`src/rtl/ras_ctrl.sv`:
```
`default_nettype none
// ============================================================================
// Module  : ras_ctrl
// Brief   : Speculative return-address-stack controller with commit/flush
//           recovery. Optional macro: RAS_UNDERFLOW_GUARD_EN.
// Revision: 1.0
// ============================================================================
module ras_ctrl #(
    parameter int WIDTH        = 32,
    parameter int ADDR_WIDTH   = 10,
    parameter int MAX_INFLIGHT = 16
) (
    input  logic                              clk,
    input  logic                              reset,
    input  logic                              req_valid,
    output logic                              req_ready,
    input  logic                              req_call,
    input  logic                              req_ret,
    input  logic [WIDTH-1:0]                  req_data,
    input  logic                              commit_i,
    input  logic                              flush,
    output logic                              trigger,
    output logic                              push_o,
    output logic                              pop_o,
    output logic [WIDTH-1:0]                  data_o,
    output logic [ADDR_WIDTH-1:0]             addr_o,
    output logic                              commit,
    output logic                              stage_flush,
    output logic [ADDR_WIDTH-1:0]             tos_addr,
    output logic [$clog2(MAX_INFLIGHT):0]     inflight
);

    localparam int IW = $clog2(MAX_INFLIGHT) + 1;
    localparam int PW = (MAX_INFLIGHT > 1) ? $clog2(MAX_INFLIGHT) : 1;
    localparam logic [ADDR_WIDTH:0]   DEPTH_MAX = {1'b1, {ADDR_WIDTH{1'b0}}};
    localparam logic [ADDR_WIDTH:0]   DEPTH_ONE = (ADDR_WIDTH+1)'(1);
    localparam logic [ADDR_WIDTH-1:0] PTR_ONE   = ADDR_WIDTH'(1);
    localparam logic [1:0] D_ZERO = 2'b00;
    localparam logic [1:0] D_INC  = 2'b01;
    localparam logic [1:0] D_DEC  = 2'b11;

    typedef enum logic {RUN = 1'b0, RECOVER = 1'b1} state_t;

    state_t                  state_q, state_d;
    logic [ADDR_WIDTH-1:0]   spec_ptr_q, spec_ptr_d, com_ptr_q, com_ptr_d;
    logic [ADDR_WIDTH:0]     spec_depth_q, spec_depth_d, com_depth_q, com_depth_d;
    logic [IW-1:0]           inflight_q, inflight_d;
    logic [PW-1:0]           rd_q, rd_d, wr_q, wr_d;
    logic [1:0]              fifo_q [MAX_INFLIGHT];
    logic                    trigger_q, trigger_d, push_q, push_d, pop_q, pop_d;
    logic [WIDTH-1:0]        data_q, data_d;
    logic [ADDR_WIDTH-1:0]   addr_q, addr_d;
    logic                    fifo_we;
    logic                    accept, op_valid, eff_ret;
    logic [1:0]              delta;

    function automatic logic [ADDR_WIDTH-1:0] ptr_add(input logic [ADDR_WIDTH-1:0] p,
                                                      input logic [1:0] dl);
        case (dl)
            D_INC:   ptr_add = p + PTR_ONE;
            D_DEC:   ptr_add = p - PTR_ONE;
            default: ptr_add = p;
        endcase
    endfunction

    function automatic logic [ADDR_WIDTH:0] depth_add(input logic [ADDR_WIDTH:0] d,
                                                      input logic [1:0] dl);
        case (dl)
            D_INC:   depth_add = (d == DEPTH_MAX) ? d : d + DEPTH_ONE;
            D_DEC:   depth_add = (d == '0) ? d : d - DEPTH_ONE;
            default: depth_add = d;
        endcase
    endfunction

    function automatic logic [PW-1:0] idx_inc(input logic [PW-1:0] i);
        idx_inc = (i == PW'(MAX_INFLIGHT - 1)) ? '0 : i + PW'(1);
    endfunction

    assign req_ready   = (inflight_q < IW'(MAX_INFLIGHT)) && !flush && (state_q == RUN);
    assign commit      = (state_q == RUN) && commit_i && (inflight_q != '0);
    assign stage_flush = (state_q == RECOVER);
    assign accept      = req_valid && req_ready;
    assign op_valid    = accept && (req_call || req_ret);
`ifdef RAS_UNDERFLOW_GUARD_EN
    // A ret on an empty stack is neutralised so the pointer cannot underflow.
    assign eff_ret     = req_ret && (spec_depth_q != '0);
`else
    assign eff_ret     = req_ret;
`endif
    assign delta = (req_call && !eff_ret) ? D_INC :
                   (!req_call && eff_ret) ? D_DEC : D_ZERO;

    always_comb begin
        state_d      = state_q;
        spec_ptr_d   = spec_ptr_q;
        com_ptr_d    = com_ptr_q;
        spec_depth_d = spec_depth_q;
        com_depth_d  = com_depth_q;
        inflight_d   = inflight_q;
        rd_d         = rd_q;
        wr_d         = wr_q;
        trigger_d    = 1'b0;
        push_d       = 1'b0;
        pop_d        = 1'b0;
        data_d       = data_q;
        addr_d       = addr_q;
        fifo_we      = 1'b0;

        if (commit) begin
            com_ptr_d   = ptr_add(com_ptr_q, fifo_q[rd_q]);
            com_depth_d = depth_add(com_depth_q, fifo_q[rd_q]);
            rd_d        = idx_inc(rd_q);
        end

        if (flush) begin
            // Restore uses the post-commit view so a same-cycle retire survives.
            state_d      = RECOVER;
            spec_ptr_d   = com_ptr_d;
            spec_depth_d = com_depth_d;
            inflight_d   = '0;
            rd_d         = '0;
            wr_d         = '0;
        end else if (state_q == RECOVER) begin
            state_d = RUN;
        end else begin
            if (op_valid) begin
                trigger_d    = 1'b1;
                push_d       = req_call;
                pop_d        = eff_ret;
                data_d       = req_data;
                addr_d       = (delta == D_INC) ? spec_ptr_q : spec_ptr_q - PTR_ONE;
                spec_ptr_d   = ptr_add(spec_ptr_q, delta);
                spec_depth_d = depth_add(spec_depth_q, delta);
                fifo_we      = 1'b1;
                wr_d         = idx_inc(wr_q);
            end
            inflight_d = inflight_q + IW'(op_valid) - IW'(commit);
        end
    end

    always_ff @(posedge clk or posedge reset) begin
        if (reset) begin
            state_q      <= RUN;
            spec_ptr_q   <= '0;
            com_ptr_q    <= '0;
            spec_depth_q <= '0;
            com_depth_q  <= '0;
            inflight_q   <= '0;
            rd_q         <= '0;
            wr_q         <= '0;
            trigger_q    <= 1'b0;
            push_q       <= 1'b0;
            pop_q        <= 1'b0;
            data_q       <= '0;
            addr_q       <= '0;
        end else begin
            state_q      <= state_d;
            spec_ptr_q   <= spec_ptr_d;
            com_ptr_q    <= com_ptr_d;
            spec_depth_q <= spec_depth_d;
            com_depth_q  <= com_depth_d;
            inflight_q   <= inflight_d;
            rd_q         <= rd_d;
            wr_q         <= wr_d;
            trigger_q    <= trigger_d;
            push_q       <= push_d;
            pop_q        <= pop_d;
            data_q       <= data_d;
            addr_q       <= addr_d;
        end
    end

    // Delta storage needs no reset: occupancy is tracked by inflight and the indices.
    always_ff @(posedge clk) begin
        if (fifo_we) begin
            fifo_q[wr_q] <= delta;
        end
    end

    assign trigger  = trigger_q;
    assign push_o   = push_q;
    assign pop_o    = pop_q;
    assign data_o   = data_q;
    assign addr_o   = addr_q;
    assign tos_addr = spec_ptr_q - PTR_ONE;
    assign inflight = inflight_q;

endmodule
`default_nettype wire
```
`config.mk`:
```
export PLATFORM = sky130hd
export DESIGN_NAME = ras_ctrl
export DESIGN_NICKNAME = d
export VERILOG_FILES = /design/src/rtl/ras_ctrl.sv
export SDC_FILE = /design/constraint.sdc
export NUM_CORES = 1
export LEC_CHECK = 0
export ABC_AREA = 1
export CORE_MARGIN = 2
export CORE_UTILIZATION = 53
export CTS_CLUSTER_DIAMETER = 100
export CTS_CLUSTER_SIZE = 40
export DETAILED_ROUTE_END_ITERATION = 10
export PLACE_DENSITY = 0.8
export SLEW_MARGIN = 40
export SYNTH_ARGS = -nofsm -noshare
export SYNTH_HDL_FRONTEND = slang
export SYNTH_SLANG_ARGS = --single-unit
```
`constraint.sdc`:
```
create_clock -name clk -period 3.6 [get_ports clk]
set_input_delay 0.9 -clock clk [delete_from_list [all_inputs] [get_ports clk]]
set_output_delay 0.9 -clock clk [all_outputs]
set_load 0.1 [all_outputs]
```
==> results of run 1 <==
-- layout by cell type, fill, tap and decap left out, drive strengths merged, types with 2 or more instances in the layout --
master and count:
nand2 251, dfrtp 79, inv 79, buf 75, nor2 55, nand3 54
clkdlybuf4s50 38, edfxtp 32, a21oi 32, o21ai 29, ha 17, clkbuf 13
xor2 10, o22ai 8, clkinv 7, xnor2 5, nor3 5, o211ai 4
o41ai 4, nand4 2, a31oi 2, a22oi 2, o31ai 2
-- tightest hold or removal path, stage by stage (launching register included) --
cell and delay, ns:
dfrtp_1 0.35, nand2_1 0.05, nand2_1 0.05
-- where the power goes --
part | switching [mW] | leakage (nW) | internal, mW
registers | 0.295 | 1.27 | 1.58
clock network | 0.399 | 0.0846 | 0.258
logic | 2.86 | 2.05 | 0.879
total | 3.55 | 3.41 | 2.72
-- cell usage after synthesis (5+ instances only) --
cell type    n  share of area
a21oi_1     30          0.026
inv_1       75          0.049
nor2_1      55          0.036
o21ai_0     25          0.022
xor2_1       9          0.014
nand2_1    236           0.15
dfrtp_1     79           0.34
nand3_1     52          0.045
o22ai_1      8         0.0086
ha_1        17          0.037
nand2_2     12          0.013
edfxtp_1    32           0.17
clkbuf_1    18          0.012
xnor2_1      5         0.0076
-- logic make-up after synthesis --
group           after synthesis  synth area share
buf+inv                     109            0.0776
flops                       111             0.508
simple gates                367             0.265
fa+ha+maj                    18            0.0402
compound gates               86            0.0856
xor+xnor                     15            0.0240
-- per-stage QoR --
stage	hold slack, ns	util	power (mW)	TNS, ns
2_1_floorplan	0.474	-	4.84	-0.0637
5_1_grt	0.493	0.651	6.65	0
3_3_place_gp	0.454	0.639	5.58	0
4_1_cts	0.478	0.651	6.29	0
6_report	0.477	0.651	6.28	0
3_5_place_dp	0.453	0.636	5.64	0
-- flip-flops by register name, indices dropped and copies added, names as in the netlist --
signal,cells
push_o,1
pop_o,1
addr_o,10
fifo_q,32
inflight,5
trigger,1
spec_ptr_q,10
wr_q,4
data_o,32
rd_q,4
stage_flush,1
com_ptr_q,10
-- worst max-delay path by stage --
stage	from	end	slack [ns]	cells past startpoint
after floorplan	spec_ptr_q[0]	tos_addr[9]	-0.06	6
after global placement	req_ret	inflight[4]	0.13	14
after detailed placement	req_call	inflight[4]	0.04	14
after CTS	spec_ptr_q[0]	tos_addr[9]	0.35	7
after global routing	rd_q[0]	spec_ptr_q[8]	0.19	23
final	spec_ptr_q[0]	tos_addr[9]	0.34	7
-- cell type report --
type / instances / area, um2
Clock buffer: 13 / 140
Clock inverter: 3 / 22.5
Fill cell: 892 / 3750
Inverter: 84 / 328
Multi-Input combinational cell: 486 / 2430
Sequential cell: 111 / 2940
Tap cell: 140 / 175
Timing Repair Buffer: 113 / 963
-- metal layers --
layer	global-route usage	wire, um	vias to the layer above
li1	-	-	2451
met1	0.327	5900	2334
met2	0.402	6550	167
met3	0.0627	918	20
met4	0.0815	257	0
met5	0	0	-
==> impl_metrics.env, run 1 <==
export IMPL_start_util=0.539
export IMPL_drv_slew=0
export IMPL_status="finished clean"
export IMPL_rsz0062_at_grt="false"
export IMPL_synth_seq_cells=111
export IMPL_cp_start_kind="flop"
export IMPL_dieArea_um2=11800
export IMPL_cp_required_ns=2.70
export IMPL_cts_repair_resized=0
export IMPL_critPathBufInv=2
export IMPL_clk_latency_ns=0.38
export IMPL_crit_path_end_kind="primary output"
export IMPL_post_cts_buffers=0
export IMPL_path_delay_family="simple AND/OR/NAND/NOR gates"
export IMPL_postCtsHoldBufs=0
export IMPL_ir_drop_mv=0.856
export IMPL_worstSetupPathType="flop to primary output"
export IMPL_synthesis_area_um2=5790
export IMPL_holdCritStartpoint="data_o[18]"
export IMPL_slowest_stage="dfrtp_1"
export IMPL_clock_root_buffer="clkbuf_8"
export IMPL_fin_crit_ns=3.26
export IMPL_async_reset_ff_frac=0.712
export IMPL_placed_cell_area_um2=6830
export IMPL_vias=4972
export IMPL_synth_edf_count=32
export IMPL_cts_buffers=9
export IMPL_whs_endpoint="data_o[18]"
export IMPL_grt_usage=0.248
export IMPL_rows=38
export IMPL_cts_sinks=111
export IMPL_drv_cap=0
export IMPL_port_buffers=101
export IMPL_finalHoldViolations=0
export IMPL_arrival_ns=2.36
export IMPL_rr_worst_depth=23
export IMPL_dp_hpwl_mm=10.3
export IMPL_leakage_nw=3.41
export IMPL_fin_nets=862
export IMPL_core_um2=10700
export IMPL_fmax_mhz=307
export IMPL_fin_ws_ns=0.345
export IMPL_power_density_nw_per_um2=897
export IMPL_ant_nets=0
export IMPL_stdcell_count=950
export IMPL_syn_to_final_growth_pct=20.9
export IMPL_worst_pin_slew_ns=0.699
export IMPL_avgSynthCellArea_um2=8.20
export IMPL_io_pins=102
export IMPL_n_antenna_cell=0
export IMPL_stdcell_area_um2=7000
export IMPL_clk_path_buf_depth=2
export IMPL_wl_mm=13.6
export IMPL_yosys_warnings=0
export IMPL_synth_fp_nets=763
export IMPL_dr_pass1_iters=5
export IMPL_drive_gt1_frac=0.148
export IMPL_fin_skew_ns=0.0230
export IMPL_crit_fanout=6
export IMPL_routed_via_density=5.23
export IMPL_cts_htree_levels=3
export IMPL_grt_ovfl_total=0
export IMPL_die_x_um=108
export IMPL_min_period_over_period=0.904
export IMPL_synth_cell_types=41
export IMPL_wire_per_inst_um=14.3
export IMPL_path_clk_slew_ns=0.10
export IMPL_maxSlewHeadroom=0.534
export IMPL_die_height_um=108
export IMPL_min_path_cells=2
export IMPL_grt_pass1_wl_mm=22.8
export IMPL_syn_inst=706
export IMPL_path_cells="inv_1 -> nand3_1 -> nor2_1 -> nand3_1 -> nor2_1 -> xor2_2 -> buf_12"
export IMPL_drt_iter0_drc=265
export IMPL_drc=0
export IMPL_critPathMaxStageDelay_ns=0.46
export IMPL_dpl_cell_count=934
export IMPL_finalSetupViolCount=0
export IMPL_reg2reg_slack_ns=0.44
export IMPL_synthFlopType="dfrtp_1"
export IMPL_r2r_start="rd_q[0]"
export IMPL_grt_max_degree=53
export IMPL_seq_area_frac_synth=0.508
export IMPL_cts_tree="built"
export IMPL_pre_cts_ws_ns=0.0419
export IMPL_reg2reg_to="spec_ptr_q[8]"
export IMPL_antenna_found_initial=0
export IMPL_hp_class="flop to flop"
export IMPL_place_congestion=0.913
export IMPL_grt_pass1_vias=4819
Power figures use the tool's default switching activity.
==> run 2: changes to the inputs <==
--- a/config.mk
+++ b/config.mk
@@ -12,6 +12,7 @@
 export CTS_CLUSTER_SIZE = 40
 export DETAILED_ROUTE_END_ITERATION = 10
 export PLACE_DENSITY = 0.8
+export SETUP_SLACK_MARGIN = 0.15
 export SLEW_MARGIN = 40
 export SYNTH_ARGS = -nofsm -noshare
 export SYNTH_HDL_FRONTEND = slang
==> run 2 against run 1 <==
Wire length is 2.1% higher. Worst setup slack got worse by 0.013 ns. Clock power up 21%. Critical endpoint is now tos_addr[8].
==> impl_metrics.env, run 2 (synthesis gave the netlist of run 1 again) <==
export IMPL_place_congestion=0.885
export IMPL_leakage_nw=3.42
export IMPL_clock_root_buffer="clkbuf_8"
export IMPL_grt_usage=0.255
export IMPL_n_antenna_cell=0
export IMPL_cp_start_kind="flop"
export IMPL_rr_worst_depth=23
export IMPL_status="finished clean"
export IMPL_wl_mm=13.9
export IMPL_pre_cts_ws_ns=0.0423
export IMPL_start_util=0.539
export IMPL_hp_class="flop to flop"
export IMPL_grt_pass1_vias=4994
export IMPL_fin_nets=862
export IMPL_finalSetupViolCount=0
export IMPL_ant_nets=0
export IMPL_die_x_um=108
export IMPL_wire_per_inst_um=14.6
export IMPL_drc=0
export IMPL_cp_required_ns=2.70
export IMPL_path_cells="inv_1 -> ha_1 -> nand3_1 -> nor2_1 -> nand2_1 -> nor2_1 -> xnor2_1 -> inv_1 -> buf_4"
export IMPL_critPathMaxStageDelay_ns=0.47
export IMPL_grt_pass1_wl_mm=23.5
export IMPL_antenna_found_initial=0
export IMPL_worstSetupPathType="flop to primary output"
export IMPL_power_density_nw_per_um2=914
export IMPL_r2r_start="rd_q[0]"
export IMPL_drv_cap=0
export IMPL_routed_via_density=5.28
export IMPL_reg2reg_slack_ns=0.58
export IMPL_vias=5017
export IMPL_min_path_cells=2
export IMPL_dp_hpwl_mm=10.3
export IMPL_path_clk_slew_ns=0.09
export IMPL_fin_crit_ns=3.27
export IMPL_tns_ns=0
export IMPL_grt_max_degree=53
export IMPL_min_period_over_period=0.908
export IMPL_final_cell_mix="236 x nand2_1, 74 x dfrtp_1, 73 x inv_1"
export IMPL_reg2reg_to="spec_ptr_q[8]"
export IMPL_drt_iter0_drc=464
export IMPL_rows=38
export IMPL_maxSlewHeadroom=0.609
export IMPL_final_common_cell="nand2_1"
export IMPL_port_buffers=101
export IMPL_placed_cell_area_um2=6850
export IMPL_rsz0062_at_grt="false"
export IMPL_crit_path_end_kind="primary output"
export IMPL_total_power_mw=6.45
export IMPL_cts_buffers=9
export IMPL_cts_tree="built"
export IMPL_dr_pass1_iters=5
export IMPL_stdcell_area_um2=7060
export IMPL_drive_gt1_frac=0.154
export IMPL_whs_endpoint="data_o[18]"
export IMPL_finalHoldViolations=0
export IMPL_fmax_mhz=306
export IMPL_core_um2=10700
export IMPL_arrival_ns=2.37
export IMPL_crit_fanout=6
export IMPL_clk_path_buf_depth=2
export IMPL_grt_ovfl_total=0
export IMPL_slowest_stage="dfrtp_1"
export IMPL_die_height_um=108
export IMPL_holdCritStartpoint="data_o[18]"
export IMPL_cts_sinks=111
export IMPL_io_pins=102
export IMPL_ir_drop_mv=1.05
export IMPL_dieArea_um2=11800
export IMPL_syn_to_final_growth_pct=22.0
export IMPL_clk_latency_ns=0.38
export IMPL_fin_ws_ns=0.332
export IMPL_worst_pin_slew_ns=0.579
export IMPL_cts_htree_levels=3
export IMPL_drv_slew=0
export IMPL_fin_skew_ns=0.00832
[run 2: what timing repair did]
| action | 4_1_cts | 5_1_grt |
|---|---|---|
| endpoints found under the setup margin | 0 | 2 |
| hold buffers | 0 | 0 |
| resized for setup | 0 | 2 |
| buffers inserted | 0 | 0 |
[run 2: worst max-delay path: cells and delay by family, from the launching register on]
family | cells | cell delay, ns
buffers and inverters | 3 | 0.63
AND/OR/NAND/NOR | 4 | 0.54
flip-flops | 1 | 0.47
adder cells (fa/ha/maj) | 1 | 0.25
XOR/XNOR | 1 | 0.09
[run 2: how the worst max path moves through the flow]
stage / to / slack (ns) / from
CTS: tos_addr[9] / 0.32 / spec_ptr_q[0]
finish: tos_addr[8] / 0.33 / spec_ptr_q[0]
floorplan: tos_addr[9] / -0.06 / spec_ptr_q[0]
global route: tos_addr[8] / 0.21 / spec_ptr_q[0]
detailed placement: inflight[4] / 0.04 / req_call
global placement: inflight[4] / 0.11 / req_call
[run 2: final cells by class]
class | instances | area, um2
Fill cell | 896 | 3690
Sequential cell | 111 | 2940
Multi-Input combinational cell | 486 | 2430
Timing Repair Buffer | 113 | 973
Inverter | 84 | 328
Tap cell | 140 | 175
Clock buffer | 12 | 135
Clock inverter | 4 | 71.3
[run 2: routing by layer]
| layer | vias to the layer above | part of all wire | track usage |
|---|---|---|---|
| li1 | 2451 | - | - |
| met4 | 0 | 0.020 | 0.0897 |
| met5 | - | 0 | 0 |
| met3 | 27 | 0.080 | 0.0675 |
| met1 | 2339 | 0.43 | 0.330 |
| met2 | 200 | 0.47 | 0.415 |
[run 2: metrics by stage]
| stage | utilization | cells | hold slack [ns] |
|---|---|---|---|
| CTS | 0.656 | 950 | 0.477 |
| global placement | 0.641 | 934 | 0.455 |
| detailed placement | 0.637 | 934 | 0.455 |
| floorplan | - | 706 | 0.474 |
| global route | 0.657 | 950 | 0.505 |
| finish | 0.657 | 950 | 0.479 |
[run 2: report_power, final]
group	switching (mW)	internal, mW
Clock	0.403	0.391
Sequential	0.305	1.59
Combinational	2.88	0.883
Total	3.59	2.86
==> run 3: changes to the inputs <==
--- a/config.mk
+++ b/config.mk
@@ -6,6 +6,7 @@
 export NUM_CORES = 1
 export LEC_CHECK = 0
 export ABC_AREA = 1
+export ABC_CLOCK_PERIOD_IN_PS = 3600
 export CORE_MARGIN = 2
 export CORE_UTILIZATION = 53
 export CTS_CLUSTER_DIAMETER = 100
==> results of run 3 <==
Same layout as run 2: the final DEF is identical, and so are final timing and power.
